[config.mk]
export PLATFORM = sky130hd
export DESIGN_NAME = frame_scaler_flat
export DESIGN_NICKNAME = d
export VERILOG_FILES = /design/src/rtl/frame_scaler_if.sv /design/src/rtl/frame_scaler.sv /design/src/flat_wrapper.sv
export SDC_FILE = /design/constraint.sdc
export NUM_CORES = 1
export LEC_CHECK = 0
export ABC_AREA = 1
export CORE_MARGIN = 8
export CORE_UTILIZATION = 48
export DETAILED_ROUTE_END_ITERATION = 10
export HOLD_SLACK_MARGIN = 0.05
export PLACE_DENSITY = 0.77
export REMOVE_ABC_BUFFERS = 1
export SLEW_MARGIN = 20
export SYNTH_ARGS = -nofsm -noshare
export SYNTH_HDL_FRONTEND = slang
export SYNTH_SLANG_ARGS = --single-unit
[constraint.sdc]
create_clock -name clk_i -period 2.68 [get_ports clk_i]
set_input_delay 0.804 -clock clk_i [delete_from_list [all_inputs] [get_ports clk_i]]
set_output_delay 0.804 -clock clk_i [all_outputs]
set_load 0.02 [all_outputs]
[src/rtl/frame_scaler_if.sv]
// Scaler bus: raster coordinates/timing in, RAM read port, delayed pixel/timing out.
interface frame_scaler_if #(
  parameter int img_width_p   = 158,
  parameter int img_height_p  = 118,
  parameter int pixel_width_p = 4,
  parameter int max_scale_p   = 4
) ();
  localparam int addr_w_lp  = $clog2(img_width_p*img_height_p);
  localparam int scale_w_lp = $clog2(max_scale_p+1);

  logic signed [15:0]        sx_i, sy_i;
  logic                      de_i, hsync_i, vsync_i;
  logic                      frame_i, enable_i;
  logic [scale_w_lp-1:0]     scale_i;
  logic [addr_w_lp-1:0]      rd_addr_o;
  logic                      rd_en_o;
  logic [pixel_width_p-1:0]  rd_data_i;
  logic [pixel_width_p-1:0]  pixel_o;
  logic                      de_o, hsync_o, vsync_o, paint_o;

  // scaler side
  modport slave (
    input  sx_i, sy_i, de_i, hsync_i, vsync_i, frame_i, enable_i, scale_i, rd_data_i,
    output rd_addr_o, rd_en_o, pixel_o, de_o, hsync_o, vsync_o, paint_o
  );

  // timing generator / RAM / output register side
  modport master (
    output sx_i, sy_i, de_i, hsync_i, vsync_i, frame_i, enable_i, scale_i, rd_data_i,
    input  rd_addr_o, rd_en_o, pixel_o, de_o, hsync_o, vsync_o, paint_o
  );
endinterface

[src/rtl/frame_scaler.sv]
// Framebuffer-to-display scaler: raster coords -> RAM address via counters,
// then RAM data or border colour, with sync/de delayed to line up with the pixel.
module frame_scaler #(
  parameter int img_width_p    = 158,
  parameter int img_height_p   = 118,
  parameter int pixel_width_p  = 4,
  parameter int max_scale_p    = 4,
  parameter int rd_latency_p   = 1,
  parameter int x0_p           = 0,
  parameter int y0_p           = 0,
  parameter int border_color_p = 5
) (
  input  logic           clk_i,
  input  logic           reset_i,
  frame_scaler_if.slave  bus
);
  localparam int AW = $clog2(img_width_p*img_height_p);
  localparam int SW = $clog2(max_scale_p+1);
  localparam int CW = $clog2(img_width_p);
  localparam int L  = rd_latency_p + 2;

  typedef struct packed {
    logic de;
    logic hs;
    logic vs;
    logic win;
  } tmg_t;

  logic [SW-1:0] s_q, s_d, x_sub_q, x_sub_d, y_sub_q, y_sub_d;
  logic [CW-1:0] col_q, col_d;
  logic [AW-1:0] row_base_q, row_base_d, rd_addr_q, rd_addr_d;
  logic          frame_seen_q, frame_seen_d, rd_en_q;
  logic [pixel_width_p-1:0] pixel_q;
  tmg_t [L:1]    tpipe_q;
  logic [L:1]    vld_pipe_q;
  tmg_t          tmg_in;
  int            w_span, h_span, sx, sy;
  logic          x_in, y_in, win, last_x, scale_ok;

  // Window extent for the latched scale (constant mux, no multiplier) and window test
  always_comb begin
    w_span = img_width_p;
    h_span = img_height_p;
    for (int k = 1; k <= max_scale_p; k++) begin
      if (s_q == SW'(k)) begin
        w_span = img_width_p * k;
        h_span = img_height_p * k;
      end
    end
    sx     = int'(bus.sx_i);
    sy     = int'(bus.sy_i);
    x_in   = (sx >= x0_p) && (sx < x0_p + w_span);
    y_in   = (sy >= y0_p) && (sy < y0_p + h_span);
    last_x = (sx == x0_p + w_span - 1);
    win    = frame_seen_q & bus.enable_i & x_in & y_in;
    tmg_in = '{de: bus.de_i, hs: bus.hsync_i, vs: bus.vsync_i, win: win};
  end

  // Next state of scale latch and address counters; counters only move on window pixels
  always_comb begin
    s_d          = s_q;
    frame_seen_d = frame_seen_q;
    x_sub_d      = x_sub_q;
    col_d        = col_q;
    y_sub_d      = y_sub_q;
    row_base_d   = row_base_q;
    rd_addr_d    = rd_addr_q;
    scale_ok     = (bus.scale_i != '0) && (bus.scale_i <= SW'(max_scale_p));
    if (win) rd_addr_d = row_base_q + AW'(col_q);
    if (bus.frame_i) begin
      s_d          = scale_ok ? bus.scale_i : SW'(1);
      frame_seen_d = 1'b1;
      x_sub_d      = '0;
      col_d        = '0;
      y_sub_d      = '0;
      row_base_d   = '0;
    end else if (win) begin
      if (last_x) begin
        x_sub_d = '0;
        col_d   = '0;
        if (y_sub_q == s_q - SW'(1)) begin
          y_sub_d    = '0;
          row_base_d = row_base_q + AW'(img_width_p);
        end else begin
          y_sub_d = y_sub_q + SW'(1);
        end
      end else if (x_sub_q == s_q - SW'(1)) begin
        x_sub_d = '0;
        col_d   = col_q + CW'(1);
      end else begin
        x_sub_d = x_sub_q + SW'(1);
      end
    end
  end

  // Control registers: scale, counters, registered read address/strobe
  always_ff @(posedge clk_i) begin
    if (reset_i) begin
      s_q          <= SW'(1);
      frame_seen_q <= 1'b0;
      x_sub_q      <= '0;
      col_q        <= '0;
      y_sub_q      <= '0;
      row_base_q   <= '0;
      rd_addr_q    <= '0;
      rd_en_q      <= 1'b0;
    end else begin
      s_q          <= s_d;
      frame_seen_q <= frame_seen_d;
      x_sub_q      <= x_sub_d;
      col_q        <= col_d;
      y_sub_q      <= y_sub_d;
      row_base_q   <= row_base_d;
      rd_addr_q    <= rd_addr_d;
      rd_en_q      <= win;
    end
  end

  // Delay lines for timing/window flags; pixel register samples RAM data when its slot was in-window
  always_ff @(posedge clk_i) begin
    if (reset_i) begin
      tpipe_q    <= '0;
      vld_pipe_q <= '0;
      pixel_q    <= '0;
    end else begin
      tpipe_q    <= {tpipe_q[L-1:1], tmg_in};
      vld_pipe_q <= {vld_pipe_q[L-1:1], 1'b1};
      pixel_q    <= tpipe_q[L-1].win ? bus.rd_data_i : pixel_width_p'(border_color_p);
    end
  end

  // Pixel stays 0 until the delay line has refilled after reset
  assign bus.rd_addr_o = rd_addr_q;
  assign bus.rd_en_o   = rd_en_q;
  assign bus.pixel_o   = vld_pipe_q[L] ? pixel_q : '0;
  assign bus.de_o      = tpipe_q[L].de;
  assign bus.hsync_o   = tpipe_q[L].hs;
  assign bus.vsync_o   = tpipe_q[L].vs;
  assign bus.paint_o   = tpipe_q[L].win;
endmodule

[src/flat_wrapper.sv]
// flat-port wrapper written by rule: the top's interface ports become plain ports
module frame_scaler_flat 
#(
  parameter int img_width_p    = 158,
  parameter int img_height_p   = 118,
  parameter int pixel_width_p  = 4,
  parameter int max_scale_p    = 4,
  parameter int rd_latency_p   = 1,
  parameter int x0_p           = 0,
  parameter int y0_p           = 0,
  parameter int border_color_p = 5
)
  (clk_i, reset_i, bus_sx_i, bus_sy_i, bus_de_i, bus_hsync_i, bus_vsync_i, bus_frame_i, bus_enable_i, bus_scale_i, bus_rd_data_i, bus_rd_addr_o, bus_rd_en_o, bus_pixel_o, bus_de_o, bus_hsync_o, bus_vsync_o, bus_paint_o);
  frame_scaler_if #(.img_width_p(img_width_p), .img_height_p(img_height_p), .pixel_width_p(pixel_width_p), .max_scale_p(max_scale_p)) bus_i ();
  input  logic clk_i;
  input  logic reset_i;
  input wire logic [$bits(bus_i.sx_i)-1:0] bus_sx_i;
  input wire logic [$bits(bus_i.sy_i)-1:0] bus_sy_i;
  input wire logic [$bits(bus_i.de_i)-1:0] bus_de_i;
  input wire logic [$bits(bus_i.hsync_i)-1:0] bus_hsync_i;
  input wire logic [$bits(bus_i.vsync_i)-1:0] bus_vsync_i;
  input wire logic [$bits(bus_i.frame_i)-1:0] bus_frame_i;
  input wire logic [$bits(bus_i.enable_i)-1:0] bus_enable_i;
  input wire logic [$bits(bus_i.scale_i)-1:0] bus_scale_i;
  input wire logic [$bits(bus_i.rd_data_i)-1:0] bus_rd_data_i;
  output wire logic [$bits(bus_i.rd_addr_o)-1:0] bus_rd_addr_o;
  output wire logic [$bits(bus_i.rd_en_o)-1:0] bus_rd_en_o;
  output wire logic [$bits(bus_i.pixel_o)-1:0] bus_pixel_o;
  output wire logic [$bits(bus_i.de_o)-1:0] bus_de_o;
  output wire logic [$bits(bus_i.hsync_o)-1:0] bus_hsync_o;
  output wire logic [$bits(bus_i.vsync_o)-1:0] bus_vsync_o;
  output wire logic [$bits(bus_i.paint_o)-1:0] bus_paint_o;
  assign bus_i.sx_i = bus_sx_i;
  assign bus_i.sy_i = bus_sy_i;
  assign bus_i.de_i = bus_de_i;
  assign bus_i.hsync_i = bus_hsync_i;
  assign bus_i.vsync_i = bus_vsync_i;
  assign bus_i.frame_i = bus_frame_i;
  assign bus_i.enable_i = bus_enable_i;
  assign bus_i.scale_i = bus_scale_i;
  assign bus_i.rd_data_i = bus_rd_data_i;
  assign bus_rd_addr_o = bus_i.rd_addr_o;
  assign bus_rd_en_o = bus_i.rd_en_o;
  assign bus_pixel_o = bus_i.pixel_o;
  assign bus_de_o = bus_i.de_o;
  assign bus_hsync_o = bus_i.hsync_o;
  assign bus_vsync_o = bus_i.vsync_o;
  assign bus_paint_o = bus_i.paint_o;
  frame_scaler #(.img_width_p(img_width_p), .img_height_p(img_height_p), .pixel_width_p(pixel_width_p), .max_scale_p(max_scale_p), .rd_latency_p(rd_latency_p), .x0_p(x0_p), .y0_p(y0_p), .border_color_p(border_color_p)) u_core (.clk_i(clk_i), .reset_i(reset_i), .bus(bus_i));
endmodule
==> results.cfg <==
[critical_path]
r2r_start = u_core.s_q[1]
critPathMostFrequentCell = inv_1
crit_start = u_core.s_q[1]
cp_max_fo = 6
cp_slowest_cell = dfxtp_2
cp.arrival_ns = 2.76
crit_chain = inv_1 > ha_1 > nand2_2 > inv_1 > a21oi_2 > buf_4 > ha_1 > nand2_2 > inv_1 > nand4_1 > nand2_1 > inv_1 > nand2_2 > a21oi_4 > nand2_4 > nor2_8 > buf_4 > nand2_1 > o21ai_0 > nor2_1
worst_path_largest_cell_delay_ns = 0.34
cp.required_ns = 2.90
path_delay_family = simple AND/OR/NAND/NOR gates
path_class = reg2reg
critPathBufInv = 6
endpoint_kind = flop
start_kind = flop

[clock_tree]
cts_tree = done
cts_buffers = 9
cts_hold_buffers = 0
root_buffer = clkbuf_8
cts.sinks = 66
path_clk_slew_ns = 0.08
max-clock-path-buffers = 2
h-tree-depth = 3
insertion_delay_ns = 0.34

[pwr]
ir_drop_uv = 220
finalPower_w = 0.00195
power_density_nw_per_um2 = 388
p_leak_nw = 2.29

[synthesis]
synth_warnings = 0
synthArstFlopShare = 0
ys_ff_latch = 66
netlist_instances = 528
syn-cell-area_sq_um = 3810
synth-edff-count = 0
synth_ff_type = dfxtp_1
synthTopCellsByCount = nor2_1, nand2_1, dfxtp_1, inv_1, a21oi_1
syn_area_per_cell_sq_um = 7.22
ys_types = 43
synth.most_common_cell = nor2_1
seq_area_frac_synth = 0.347
yosysTopAreaCellShare = 0.347
synthTopCellsByArea = dfxtp_1, nor2_1, ha_1, nand2_1, inv_1
synth_top_area_cell = dfxtp_1

[hold_path]
hold_class = reg2reg
hp-start = u_core.tpipe_q[6]

[run]
maxCapViolations = 0

[cells_and_area]
num-fill-cells = 634
drive_gt1_frac = 0.128
design_area_sq_um = 5010
syn_to_final_growth_pct = 31.5
fin_nets = 697
antenna_cells = 0
final_cells = 729

[timing]
fin_skew_ns = 0.0111
worst_slew_pin_slew_ns = 0.409
finalSetupViolations = 0
final_max_slew_viol_count = 0
post-route-min-period_ns = 2.54
fmax_ghz = 0.394
slew_headroom = 0.725
hold_viol = 0
final.period_utilization = 0.947
hold_slack_ns = 0.403

[grt]
grt_use_total = 0.164
overflow = 0
antenna_found_initial = 0
grt_pass1_vias = 3329
grt_max_degree = 25
grt_pass1_wl_um = 15100

[placement]
placed_area_sq_um = 4700
placed_cells = 705
io_buffers = 68
routabilityCongestion = 0.844
dp_hpwl_um = 6940

[status]
status = finished clean

[die]
dieArea_sq_um = 11100
num_io_pins = 70
coreArea_sq_um = 7730
die_w_um = 105
rows = 32
initial_core_util = 0.493
fp.dieH_um = 105

[drt]
wl_per_cell_um = 12.6
drtIter0Drc = 176
drc_errors = 0
vias = 3581
avgViaCountPerCell = 4.91
wirelength_um = 9210
ant_nets = 0
dr.pass1.iters = 5
## area by class of cell
type,count,area [sq um],share of cell area
clock inverter,6,42.5,0.00848
tap,102,128,0.0254
sequential,66,1320,0.264
inverter,77,289,0.0576
timing repair buffer,92,880,0.175
clock buffer,10,128,0.0254
multi-input combinational,376,2220,0.444
## cells by family (layout without fill, tap and decap cells)
group | Yosys count | in the layout | share of synthesized area
XOR/XNOR | 21 | 21 | 0.0482
adder cells (fa/ha/maj) | 29 | 29 | 0.0971
buffers and inverters | 88 | 185 | 0.0939
AND/OR/NAND/NOR | 251 | 253 | 0.311
flip-flops | 66 | 66 | 0.347
AO/OA/AOI/OAI | 73 | 73 | 0.103
## path summary, 6_finish.rpt
kind / endpoint / slack [ns] / cells past startpoint
setup / recovery: u_core.col_q[6] / 0.14 / 20
hold / removal: u_core.bus.hsync_o / 0.40 / 2
setup reg to reg: u_core.col_q[6] / 0.14 / 20
hold reg to reg: u_core.bus.hsync_o / 0.40 / 2
## report_power, final
part	internal, W	switching, W
combinational	0.000115	0.000107
clock	0.000337	0.000391
sequential	0.000992	0.00000482
total	0.00144	0.000502
## state kept, by name (all words and copies together) (netlist names)
register and count:
u_core.bus.de_o 1, u_core.bus.hsync_o 1, u_core.bus.paint_o 1, u_core.bus.rd_addr_o 15
u_core.bus.vsync_o 1, u_core.col_q 8, u_core.frame_seen_q 1, u_core.pixel_q 4
u_core.row_base_q 14, u_core.s_q 3, u_core.tpipe_q 8, u_core.vld_pipe_q 3
u_core.x_sub_q 3, u_core.y_sub_q 3
## cells in the final DEF, fill, tap and decap left out, drive strengths merged, types with 4 or more instances in the layout
cell type,n
inv,76
nor3,6
or2,4
dfxtp,66
clkbuf,10
nand4,9
nand3b,4
clkinv,5
a21oi,37
xnor2,7
o21ai,31
clkdlybuf4s50,67
xor2,14
nand2,94
nand3,30
ha,28
buf,24
nor2,100
## worst register-to-register path, delay by kind of cell, from the launching register on
kind,cells,cell delay [ns]
AO/OA/AOI/OAI,3,0.42
adder cells (fa/ha/maj),2,0.41
buffers and inverters,6,0.49
flip-flops,1,0.34
AND/OR/NAND/NOR,9,0.74
## metal layers
layer  routed length [um]  vias to the layer above  GRT usage
met2                 4500                       85      0.278
met5                    0                        -          0
met4                  201                        0     0.0754
li1                     -                     1877          -
met1                 4110                     1606      0.193
met3                  400                       13     0.0381
## repair_timing
item	4_1_cts	5_1_grt
setup endpoints to repair	11	43
pin swaps	1	11
cloned	1	1
buffers inserted	0	6
resized for setup	0	19
## per-stage QoR
stage / TNS [ns] / setup slack (ns) / utilization
final: 0 / 0.141 / 0.649
after detailed placement: -7.84 / -0.314 / 0.608
after global placement: -3.85 / -0.148 / 0.608
after CTS: 0 / 0.00490 / 0.632
after floorplan: 0 / 0.110 / -
after global routing: -0.229 / -0.0399 / 0.649
No activity file was read; power rests on OpenSTA's default activity.
